File: src/rtl/regfile_write_arbiter_if.sv
`default_nettype none
// ============================================================================
// Module      : regfile_write_arbiter_if
// Description : Bundles the WB request, LLU result handshake, scoreboard
//               set/status and register-file write port of the arbiter.
// Revision    : 1.0 - initial release
// ============================================================================
interface regfile_write_arbiter_if;
  // WB stage
  logic        wb_we;
  logic [4:0]  wb_addr;
  logic [31:0] wb_data;
  logic        wb_stall;
  // LLU result port
  logic        llu_valid;
  logic        llu_ready;
  logic [4:0]  llu_addr;
  logic [31:0] llu_data;
  // Pending-write scoreboard
  logic        sb_set;
  logic [4:0]  sb_set_addr;
  logic [31:0] pending;
  logic        waw_err;
  // Register file write port
  logic        rf_we;
  logic [4:0]  rf_addr;
  logic [31:0] rf_data;

  // Writers / register file side
  modport master (
    output wb_we, wb_addr, wb_data, llu_valid, llu_addr, llu_data,
           sb_set, sb_set_addr,
    input  wb_stall, llu_ready, pending, waw_err, rf_we, rf_addr, rf_data
  );

  // Arbiter side
  modport slave (
    input  wb_we, wb_addr, wb_data, llu_valid, llu_addr, llu_data,
           sb_set, sb_set_addr,
    output wb_stall, llu_ready, pending, waw_err, rf_we, rf_addr, rf_data
  );
endinterface
`default_nettype wire

File: src/rtl/regfile_write_arbiter.sv
`default_nettype none
// ============================================================================
// Module      : regfile_write_arbiter
// Description : Shares the register-file write port between the WB stage
//               (priority) and a FIFO-buffered long-latency unit, keeps a
//               pending-write scoreboard and forces a WB stall when the LLU
//               FIFO head has been starved for STARVE_LIMIT cycles.
// Revision    : 1.0 - initial release
// ============================================================================
module regfile_write_arbiter #(
  parameter int DEPTH        = 2,
  parameter int STARVE_LIMIT = 4
) (
  input  logic                   clk,
  input  logic                   rst,
  regfile_write_arbiter_if.slave bus
);

  localparam int ADDR_W = (DEPTH > 1) ? $clog2(DEPTH) : 1;
  localparam int CNT_W  = $clog2(STARVE_LIMIT + 1);
  localparam logic [CNT_W-1:0] STARVE_MAX = CNT_W'(STARVE_LIMIT);

  // FIFO storage (contents need no reset; pointers define validity)
  logic [4:0]  fifo_addr_q [DEPTH];
  logic [31:0] fifo_data_q [DEPTH];

  // Extra MSB on each pointer distinguishes full from empty
  logic [ADDR_W:0]  wr_ptr_q, wr_ptr_d;
  logic [ADDR_W:0]  rd_ptr_q, rd_ptr_d;
  logic [CNT_W-1:0] wait_cnt_q, wait_cnt_d;
  logic [31:0]      pending_q, pending_d;
  logic             waw_err_q, waw_err_d;
  logic             rf_we_q, rf_we_d;
  logic [4:0]       rf_addr_q, rf_addr_d;
  logic [31:0]      rf_data_q, rf_data_d;

  logic        empty;
  logic        full;
  logic        stall;
  logic        enq;
  logic        wb_write;
  logic        drain;
  logic [4:0]  head_addr;
  logic [31:0] head_data;

  // Arbitration, FIFO bookkeeping and scoreboard next-state
  always_comb begin
    empty     = (wr_ptr_q == rd_ptr_q);
    full      = (wr_ptr_q[ADDR_W] != rd_ptr_q[ADDR_W]) &&
                (wr_ptr_q[ADDR_W-1:0] == rd_ptr_q[ADDR_W-1:0]);
    stall     = (wait_cnt_q == STARVE_MAX);
    head_addr = fifo_addr_q[rd_ptr_q[ADDR_W-1:0]];
    head_data = fifo_data_q[rd_ptr_q[ADDR_W-1:0]];

    // r0 results are still handshaken so the LLU never blocks on them
    enq      = bus.llu_valid && rst && !full && (bus.llu_addr != 5'd0);
    // A stalled WB is ignored outright; r0 writes never claim the port
    wb_write = !stall && bus.wb_we && (bus.wb_addr != 5'd0);
    drain    = !empty && !wb_write;

    wr_ptr_d = enq   ? wr_ptr_q + 1'b1 : wr_ptr_q;
    rd_ptr_d = drain ? rd_ptr_q + 1'b1 : rd_ptr_q;

    if (empty || drain)
      wait_cnt_d = '0;
    else if (wait_cnt_q != STARVE_MAX)
      wait_cnt_d = wait_cnt_q + CNT_W'(1);
    else
      wait_cnt_d = wait_cnt_q;

    rf_we_d   = 1'b0;
    rf_addr_d = rf_addr_q;
    rf_data_d = rf_data_q;
    if (drain) begin
      rf_we_d   = 1'b1;
      rf_addr_d = head_addr;
      rf_data_d = head_data;
    end else if (wb_write) begin
      rf_we_d   = 1'b1;
      rf_addr_d = bus.wb_addr;
      rf_data_d = bus.wb_data;
    end

    // Clear before set so a same-cycle issue to the drained register wins
    pending_d = pending_q;
    if (drain)
      pending_d[head_addr] = 1'b0;
    if (bus.sb_set && (bus.sb_set_addr != 5'd0))
      pending_d[bus.sb_set_addr] = 1'b1;

    waw_err_d = waw_err_q || (wb_write && pending_q[bus.wb_addr]);
  end

  // FIFO storage write on enqueue
  always_ff @(posedge clk) begin
    if (enq) begin
      fifo_addr_q[wr_ptr_q[ADDR_W-1:0]] <= bus.llu_addr;
      fifo_data_q[wr_ptr_q[ADDR_W-1:0]] <= bus.llu_data;
    end
  end

  // Control state and registered outputs, synchronous active-low reset
  always_ff @(posedge clk) begin
    if (!rst) begin
      wr_ptr_q   <= '0;
      rd_ptr_q   <= '0;
      wait_cnt_q <= '0;
      pending_q  <= '0;
      waw_err_q  <= 1'b0;
      rf_we_q    <= 1'b0;
      rf_addr_q  <= '0;
      rf_data_q  <= '0;
    end else begin
      wr_ptr_q   <= wr_ptr_d;
      rd_ptr_q   <= rd_ptr_d;
      wait_cnt_q <= wait_cnt_d;
      pending_q  <= pending_d;
      waw_err_q  <= waw_err_d;
      rf_we_q    <= rf_we_d;
      rf_addr_q  <= rf_addr_d;
      rf_data_q  <= rf_data_d;
    end
  end

  assign bus.llu_ready = rst && !full;
  assign bus.wb_stall  = stall;
  assign bus.pending   = pending_q;
  assign bus.waw_err   = waw_err_q;
  assign bus.rf_we     = rf_we_q;
  assign bus.rf_addr   = rf_addr_q;
  assign bus.rf_data   = rf_data_q;

endmodule
`default_nettype wire
File: src/flat_wrapper.sv
// flat-port wrapper written by rule: the top's interface ports become plain ports
module regfile_write_arbiter_flat 
#(
  parameter int DEPTH        = 2,
  parameter int STARVE_LIMIT = 4
)
  (clk, rst, bus_wb_we, bus_wb_addr, bus_wb_data, bus_llu_valid, bus_llu_addr, bus_llu_data, bus_sb_set, bus_sb_set_addr, bus_wb_stall, bus_llu_ready, bus_pending, bus_waw_err, bus_rf_we, bus_rf_addr, bus_rf_data);
  regfile_write_arbiter_if bus_i ();
  input  logic clk;
  input  logic rst;
  input wire logic [$bits(bus_i.wb_we)-1:0] bus_wb_we;
  input wire logic [$bits(bus_i.wb_addr)-1:0] bus_wb_addr;
  input wire logic [$bits(bus_i.wb_data)-1:0] bus_wb_data;
  input wire logic [$bits(bus_i.llu_valid)-1:0] bus_llu_valid;
  input wire logic [$bits(bus_i.llu_addr)-1:0] bus_llu_addr;
  input wire logic [$bits(bus_i.llu_data)-1:0] bus_llu_data;
  input wire logic [$bits(bus_i.sb_set)-1:0] bus_sb_set;
  input wire logic [$bits(bus_i.sb_set_addr)-1:0] bus_sb_set_addr;
  output wire logic [$bits(bus_i.wb_stall)-1:0] bus_wb_stall;
  output wire logic [$bits(bus_i.llu_ready)-1:0] bus_llu_ready;
  output wire logic [$bits(bus_i.pending)-1:0] bus_pending;
  output wire logic [$bits(bus_i.waw_err)-1:0] bus_waw_err;
  output wire logic [$bits(bus_i.rf_we)-1:0] bus_rf_we;
  output wire logic [$bits(bus_i.rf_addr)-1:0] bus_rf_addr;
  output wire logic [$bits(bus_i.rf_data)-1:0] bus_rf_data;
  assign bus_i.wb_we = bus_wb_we;
  assign bus_i.wb_addr = bus_wb_addr;
  assign bus_i.wb_data = bus_wb_data;
  assign bus_i.llu_valid = bus_llu_valid;
  assign bus_i.llu_addr = bus_llu_addr;
  assign bus_i.llu_data = bus_llu_data;
  assign bus_i.sb_set = bus_sb_set;
  assign bus_i.sb_set_addr = bus_sb_set_addr;
  assign bus_wb_stall = bus_i.wb_stall;
  assign bus_llu_ready = bus_i.llu_ready;
  assign bus_pending = bus_i.pending;
  assign bus_waw_err = bus_i.waw_err;
  assign bus_rf_we = bus_i.rf_we;
  assign bus_rf_addr = bus_i.rf_addr;
  assign bus_rf_data = bus_i.rf_data;
  regfile_write_arbiter #(.DEPTH(DEPTH), .STARVE_LIMIT(STARVE_LIMIT)) u_core (.clk(clk), .rst(rst), .bus(bus_i));
endmodule
File: config.mk
export PLATFORM = sky130hd
export DESIGN_NAME = regfile_write_arbiter_flat
export DESIGN_NICKNAME = d
export VERILOG_FILES = /design/src/rtl/regfile_write_arbiter_if.sv /design/src/rtl/regfile_write_arbiter.sv /design/src/flat_wrapper.sv
export SDC_FILE = /design/constraint.sdc
export NUM_CORES = 1
export LEC_CHECK = 0
export ABC_AREA = 1
export BUFFER_PORTS_ARGS = -buffer_cell sky130_fd_sc_hd__buf_4
export CORE_AREA = 8 8 216 136
export CTS_CLUSTER_SIZE = 20
export DETAILED_ROUTE_END_ITERATION = 6
export DIE_AREA = 0 0 224 144
export PLACE_DENSITY = 0.5
export SYNTH_ARGS = -nofsm -noshare
export SYNTH_HDL_FRONTEND = slang
export SYNTH_SLANG_ARGS = --single-unit
File: constraint.sdc
create_clock -name clk -period 4.7 [get_ports clk]
set_clock_uncertainty 0.2 [all_clocks]
set_input_delay 0.94 -clock clk [delete_from_list [all_inputs] [get_ports clk]]
set_output_delay 0.94 -clock clk [all_outputs]
set_load 0.02 [all_outputs]
After elaboration in Yosys (flattened, before gate mapping) --
Memory sizes are Yosys's and may differ from the RTL's. A register that Yosys moved wholly into a read port is not among the register bits. Cells that the tools add are included.
Operators by class: $lt $le $gt $ge 5, add/sub/neg operators 3, bitwise gates (word level) 4, mux-type cells 20, reductions and logical operators 23, eq/ne operators 5
Operators by type and width (number):
- $mux 32 | 4
- $and 32x32->32 | 1
- $not 32->32 | 1
- $or 32x32->32 | 1
- $lt 5x6->1 const B | 3
- $reduce_bool 5->1 | 3
- $logic_and 1x1->1 | 12
- $mux 1 | 11
- $demux 1 s5 | 2
- $ge 5x1->1 const B | 2
- $mux 5 | 2
- $bmux 1 s5 | 1
- $add 2x1->2 const B | 2
- $logic_not 1->1 | 4
- $add 3x1->3 const B | 1
- $eq 3x3->1 const B | 1
- $ne 3x3->1 const B | 1
- $eq 2x2->1 | 1
- $logic_or 1x1->1 | 2
- $reduce_bool 2->1 | 1
- $reduce_or 2->1 | 1
- $eq 1x1->1 | 1
- $ne 1x1->1 | 1
- $not 1->1 | 1
Word-level totals: memories kept 2, register bits 78, logic and storage cells 70, RAM bits 74
Memory list:
- u_core.fifo_data_q | words 2, bits a word 32, rd ports 1, clocked after Yosys merged registers in 1, write ports 1, line regfile_write_arbiter.sv:25 | logic [31:0] fifo_data_q [DEPTH];
- u_core.fifo_addr_q | words 2, bits a word 5, rd ports 1, clocked after Yosys merged registers in 1, write ports 1, line regfile_write_arbiter.sv:24 | logic [4:0] fifo_addr_q [DEPTH];

Logic depth before layout (Yosys ltp) --
Gate-level depths: netlist of the first run.
word-level depth 9, mapped depth 14, depth with buffers taken out 12

Worst setup path before layout of the first run --
No wires, ideal clock.
kind in2reg, start point in rst, end point mem u_core.fifo_addr_q[1][0] (enable), arrival time 3.144 ns, buffers on the path 1, library setup time 0.434 ns, data required time 4.066 ns, path slack 0.922 ns, stages 5, cells stage by stage clkbuf_1 -> nand2_1 -> inv_1 -> nand3_1 -> nor2_1
On the way: longest elaborated chain between the ends 5
RTL lines:
- start, declared | line flat_wrapper.sv:10 | input logic rst;
- $logic_and 1x1->1 (3 in series) | line regfile_write_arbiter.sv:56 | enq = bus.llu_valid && rst && !full && (bus.llu_addr != 5'd0);
- $mux 1 | line regfile_write_arbiter.sv:96 | if (enq) begin
- $mux 1 (implied by the code) | line regfile_write_arbiter.sv:97 | fifo_addr_q[wr_ptr_q[ADDR_W-1:0]] <= bus.llu_addr;
- end, declared | line regfile_write_arbiter.sv:24
No other way between the ends.

Worst setup path in the final report of the first run --
start point in bus_wb_addr[0], end point reg u_core.rf_data_q[18], in the netlist u_core.bus.rf_data[18]
On the way: longest elaborated chain between the ends 5, elaborated cells between the ends (all ways) 6, those cells by class mux (1); reduce/logical (5)
RTL lines:
- start, declared | line flat_wrapper.sv:12 | input wire logic [$bits(bus_i.wb_addr)-1:0] bus_wb_addr;
- $reduce_bool 5->1 (*) | line regfile_write_arbiter.sv:58 | wb_write = !stall && bus.wb_we && (bus.wb_addr != 5'd0);
- $logic_and 1x1->1 (*) | line regfile_write_arbiter.sv:58
- $logic_not 1->1 | line regfile_write_arbiter.sv:59 | drain = !empty && !wb_write;
- $logic_and 1x1->1 | line regfile_write_arbiter.sv:59
- $mux 32 / $reduce_bool 2->1 (equally long branches)
- end signal, assigned | line regfile_write_arbiter.sv:121 | rf_data_q <= rf_data_d;
- end, declared | line regfile_write_arbiter.sv:35 | logic [31:0] rf_data_q, rf_data_d;
Every way passes the cells marked *; elsewhere a longest branch is shown, timed or not. A chain may end at the register's enable or synchronous reset.

==> impl_metrics.toml, run 1 <==
[status]
status = "complete, no violations"

[power_and_ir_drop]
p_per_area_nw_per_um2 = 397
vdd_drop_max_uv = 149
p_leak_uw = 0.00349
finalPower_uw = 3380

[clock_network]
cts_inserted_buffers = 17
clockBufferDepth = 2
htree_levels = 4
cts.repair.resized = 0
clkSinkCount = 153
clkTransAtPathRegs_ns = 0.07
cts_tree = "yes"
clock_latency_ns = 0.43
hold_buffers = 0
root_buffer = "clkbuf_16"
cts_setup_buffers = 0

[timing]
max_freq_mhz = 320
hold_ws_ns = 0.250
fin_crit_sh_pct = 66.5
grt_setup_unrepaired = "false"
setup_slack_ns = 1.57
fin_tns_setup_ns = 0
setup_viol = 0
fin_crit_ns = 3.13
worst_slew_margin_rel_pct = 38.7
slew_violations = 0
worst_slew_pin_slew_ns = 0.916
hold_viol = 0

[run]
cap_violations = 0

[placement]
port_buffers = 156
gp_congestion = 0.839
pre_cts_ws_ns = 1.09
hpwl_microns = 15500

[drt]
drcViolationCount = 0
detail-route-antenna-nets = 0
vias_per_cell = 4.37
drtIter0Drc = 415
wl_per_cell_microns = 17.5
totalWireLength_microns = 21400
vias = 5358
drtPass1Iterations = 4

[die]
start_util_pct = 24.2
chipHeight_microns = 144
dieArea_sq_um = 32300
rows = 47
die_w_microns = 224
io_pins = 157
coreArea_sq_um = 26500

[synth]
ys_ff_latch = 153
ys_types = 41
synth_seq_area_share_pct = 59.2
synth_fp_nets = 780
syn_area_sq_um = 6420
avgSynthCellArea_sq_um = 9.25
netlist_instances = 694
yosys_warnings = 0

[grt]
track_usage_pct = 13.1
antenna_found_initial = 3
gr-usage-met3_pct = 4.68
busiest_layer = "met1"
grt_max_degree = 42
overflow = 0
grt_pass1_wl_microns = 31600
met2_usage_pct = 17.4
grtUsageMet1_pct = 19.0
first_global_vias = 5009

[finish]
drive_above_1_share_pct = 27.4
final_common_cell = "nand2_1"
final_cell_mix = "nand2_1 (187), buf_4 (162), dfxtp_1 (78), edfxtp_1 (74), nand3_1 (59)"
syn2layout_area_growth_pct = 32.4
nNetsFinal = 930
fillCellCount = 2803

[critical_path]
arrival_ns = 3.31
cp.required_ns = 4.88
cp-end-kind = "flip-flop"
worstPathMaxFanout = 22
path_class = "input pin to flip-flop"
setup.worst_path.start_class = "input pin"

[worst_hold_path]
min_path_type = "flip-flop to flip-flop"
## critical path, stage by stage
cell	delay (ns)
buf_4	0.18
clkinv_2	0.22
nand4_1	0.14
nand2_2	0.36
inv_2	0.32
nor2_4	0.47
buf_4	0.35
nand2_1	0.09
nand3_1	0.09
nand2_1	0.06
inv_1	0.07
## synth_stat cells
cell type | n | share of area (%)
inv_1 | 44 | 2.6
nand2_2 | 1 | 0.097
clkinv_2 | 1 | 0.078
buf_2 | 8 | 0.62
dfxtp_1 | 79 | 25
mux2i_1 | 2 | 0.31
o211ai_1 | 16 | 1.9
nor2_4 | 1 | 0.18
inv_2 | 7 | 0.41
o22ai_1 | 2 | 0.19
nor3_1 | 2 | 0.16
clkbuf_1 | 13 | 0.76
or2_0 | 1 | 0.097
buf_4 | 3 | 0.35
a31oi_1 | 3 | 0.29
nor2_1 | 29 | 1.7
nand3_2 | 1 | 0.16
o211a_1 | 1 | 0.16
buf_1 | 1 | 0.058
or2_2 | 16 | 1.6
o21ai_2 | 5 | 0.68
a22o_1 | 2 | 0.27
clkbuf_2 | 1 | 0.078
nor2_2 | 2 | 0.19
ha_1 | 2 | 0.39
nand4_1 | 3 | 0.29
nand2_4 | 1 | 0.18
nor3_2 | 3 | 0.47
buf_6 | 5 | 0.88
nand2_1 | 187 | 11
xnor2_1 | 2 | 0.27
o21ai_1 | 15 | 1.2
edfxtp_1 | 74 | 35
o21ai_0 | 52 | 4.1
nand3_4 | 2 | 0.55
nand3_1 | 59 | 4.6
or2_4 | 1 | 0.14
clkinv_1 | 1 | 0.058
a21oi_1 | 43 | 3.4
o221ai_1 | 2 | 0.27
mux2i_4 | 1 | 0.35
## flip-flops by register name, summed over array words and instances (netlist names), 2 cells and up, named ones only
name	flops
u_core.bus.pending	32
u_core.bus.rf_addr	5
u_core.bus.rf_data	32
u_core.fifo_addr_q	10
u_core.fifo_data_q	64
u_core.rd_ptr_q	2
u_core.wait_cnt_q	3
u_core.wr_ptr_q	2
## routing by layer
layer / wire (microns) / vias up
li1: - / 2653
met1: 10900 / 2491
met2: 8530 / 189
met3: 1590 / 21
met4: 323 / 4
met5: 25 / -
## per-stage QoR
stage	utilization (%)	area (sq um)	cells
floorplan	-	6420	694
global placement	29.9	7940	1192
detailed placement	29.9	7940	1192
CTS	32.1	8500	1224
global route	32.1	8500	1225
finish	32.1	8500	1225
## area by class of cell
type	count	area [sq um]	share of cell area (%)
clock inverter	12	126	1.49
antenna	1	2.50	0.0294
timing repair buffer	162	1220	14.3
inverter	53	200	2.35
clock buffer	20	437	5.14
multi-input combinational	457	2260	26.5
sequential	153	3800	44.7
tap	367	459	5.40
## cell families (layout without fill, tap and decap cells)
logic type,Yosys count,count (layout),share of synthesized area [%]
AND/OR/NAND/NOR,309,309,21.3
flip-flops,153,153,59.2
AO/OA/AOI/OAI,141,141,12.3
buffers and inverters,84,247,5.86
multiplexers,3,3,0.662
adder cells (fa/ha/maj),2,2,0.390
XOR/XNOR,2,2,0.273
other,0,1,0
## report_power, final
group,internal (uW),switching (uW)
Clock,779,565
Combinational,186,340
Sequential,1470,35.7
Total,2440,940
## final timing paths
kind                                startpoint                             endpoint  slack, ns  cells past startpoint
max                             bus_wb_addr[0]  u_core.bus.rf_data[18]$_SDFFE_PN0P_       1.57                     11
min              u_core.bus.waw_err$_SDFF_PN0_        u_core.bus.waw_err$_SDFF_PN0_       0.25                      2
max reg2reg  u_core.wait_cnt_q[0]$_SDFFE_PP0N_   u_core.bus.rf_data[5]$_SDFFE_PN0P_       1.58                     13
min reg2reg      u_core.bus.waw_err$_SDFF_PN0_        u_core.bus.waw_err$_SDFF_PN0_       0.25                      2
No activity file was read; power rests on OpenSTA's default activity.
==> run 2, diff against run 1 <==
Clock period 4.7 ns to 3.2 ns, I/O delays scaled along.
==> run 2 against run 1 <==
Clock power up 43%. Utilization up 0.17 points. Routed wire length up 0.44%. Design area up 0.51%. Final cell count up 0.49%. Highest routed layer unchanged.
==> impl_metrics.toml, run 2 (same netlist as run 1, synthesis figures left out) <==
[status]
status = "complete, no violations"

[clock_network]
clkTransAtPathRegs_ns = 0.06
htree_levels = 4
clkSinkCount = 153
cts.repair.resized = 0
root_buffer = "clkbuf_16"
cts_tree = "yes"
cts_setup_buffers = 0
cts_inserted_buffers = 17
hold_buffers = 0
clock_latency_ns = 0.43
clockBufferDepth = 2

[finish]
final_cell_mix = "nand2_1 (187), buf_4 (169), dfxtp_1 (78), edfxtp_1 (74), nand3_1 (59)"
fillCellCount = 2759
largest_reg_flops = 64
syn2layout_area_growth_pct = 33.1
multi_input_area_sq_um = 2260
design_area_sq_um = 8550
drive_above_1_share_pct = 27.9
seq_area_sq_um = 3800
nNetsFinal = 937
final_common_cell = "nand2_1"

[die]
rows = 47
chipHeight_microns = 144
io_pins = 157
die_w_microns = 224
coreArea_sq_um = 26500
start_util_pct = 24.2
dieArea_sq_um = 32300

[critical_path]
max_stage_delay_ns = 0.73
rr_endpoint = "u_core.bus.rf_data[20]$_SDFFE_PN0P_"
cp-end-kind = "flip-flop"
path_depth = 11
crit_top_cell = "inv_1"
worstPathMaxFanout = 38
r2r_start = "u_core.wait_cnt_q[0]$_SDFFE_PP0N_"
crit_buf_inv = 4
cp_top_family = "simple AND/OR/NAND/NOR gates"
arrival_ns = 2.70
rrSetupSlack_ns = 0.59
crit_path_end = "u_core.bus.rf_data[20]$_SDFFE_PN0P_"
crit_start = "u_core.wait_cnt_q[0]$_SDFFE_PP0N_"
cp_slowest_cell = "nor2_4"
setup.worst_path.start_class = "flip-flop"
r2r_cells = 11
crit_chain = "inv_1 > ha_1 > nand2_1 > inv_1 > nor2_1 > nand2_2 > inv_2 > nor2_4 > inv_1 > nand2_1 > o21ai_0"
cp.required_ns = 3.29
path_class = "flip-flop to flip-flop"

[grt]
grt_pass1_wl_microns = 32400
antenna_found_initial = 2
track_usage_pct = 13.4
first_global_vias = 5281
grt_max_degree = 39
overflow = 0

[placement]
hpwl_microns = 15800
pre_cts_ws_ns = 0.323
gp_congestion = 0.940
placed_cell_area_sq_um = 7990
port_buffers = 156

[power_and_ir_drop]
vdd_drop_max_uv = 272
p_sw_share_pct = 27.6
intPower_uw = 3560
switchingPower_uw = 1360
p_per_area_nw_per_um2 = 576
p_leak_uw = 0.00352
clkPwrFrac_pct = 39.1
power_frac_seq_pct = 45.3
comb_power_share_pct = 15.6

[drt]
drtPass1Iterations = 5
drcViolationCount = 0
drtIter0Drc = 423
vias_per_cell = 4.33
detail-route-antenna-nets = 0
totalWireLength_microns = 21500
wl_per_cell_microns = 17.5
vias = 5326

[timing]
fin_crit_sh_pct = 81.4
max_freq_mhz = 384
grt_setup_unrepaired = "false"
setup_slack_ns = 0.594
slew_violations = 0
hold_viol = 0
fin_crit_ns = 2.61
fin_tns_setup_ns = 0
worst_slew_margin_rel_pct = 33.6
setup_viol = 0
worst_slew_pin_slew_ns = 0.992

[run]
cap_violations = 0

[worst_hold_path]
min_path_type = "input pin to flip-flop"
hp-start = "bus_llu_data[2]"
==> run 2: cell types whose count changed in the layout (fill, tap and decap cells not counted) <==
| cell | change |
|---|---|
| clkbuf_16 | +2 |
| bufinv_16 | -2 |
| buf_4 | +7 |
| clkinv_1 | -1 |
| clkinv_2 | -1 |
| clkinvlp_4 | -1 |
| clkbuf_8 | +2 |
| inv_4 | +2 |
| clkbuf_1 | +1 |
| clkinv_4 | -3 |
==> run 2: power groups by stage <==
stage | Combinational, uW | Clock [uW] | Sequential, uW
2_1_floorplan | 378 | 0 | 2320
3_3_place_gp | 772 | 0 | 2280
3_5_place_dp | 779 | 0 | 2270
4_1_cts | 781 | 1960 | 2230
5_1_grt | 852 | 2050 | 2240
6_report | 767 | 1920 | 2230
==> run 2: per-layer routing <==
metal | GRT usage, % | vias to the layer above | part of all wire [%]
met3 | 5.85 | 24 | 9.8
met1 | 18.9 | 2456 | 50
met2 | 18.2 | 179 | 39
li1 | - | 2665 | -
met5 | 0 | - | 0.060
met4 | 3.31 | 2 | 1.1
==> run 2: worst min path at each step <==
stage / to / slack, ns / cells past startpoint
after detailed placement: u_core.bus.waw_err$_SDFF_PN0_ / 0.27 / 2
after floorplan: u_core.wr_ptr_q[1]$_SDFFE_PN0P_ / 0.24 / 1
final: u_core.fifo_data_q[1][2]$_DFFE_PP_ / 0.20 / 1
after global routing: u_core.fifo_data_q[1][2]$_DFFE_PP_ / 0.17 / 1
after CTS: u_core.fifo_data_q[0][9]$_DFFE_PP_ / 0.18 / 1
after global placement: u_core.bus.waw_err$_SDFF_PN0_ / 0.26 / 2
==> run 2: layout make-up <==
type / instances / area share [%]
Tap cell: 367 / 5.37
Inverter: 53 / 2.34
Multi-Input combinational cell: 457 / 26.4
Clock inverter: 6 / 0.425
Antenna cell: 1 / 0.0293
Timing Repair Buffer: 169 / 14.8
Sequential cell: 153 / 44.5
Clock buffer: 25 / 6.06
==> run 2: per-stage QoR <==
stage | total power [uW] | hold slack [ns] | cells | utilization, %
2_1_floorplan | 2700 | 0.243 | 694 | -
3_3_place_gp | 3050 | 0.256 | 1199 | 30.1
3_5_place_dp | 3050 | 0.267 | 1199 | 30.1
4_1_cts | 4980 | 0.175 | 1230 | 32.2
5_1_grt | 5140 | 0.171 | 1230 | 32.2
6_report | 4920 | 0.196 | 1231 | 32.2
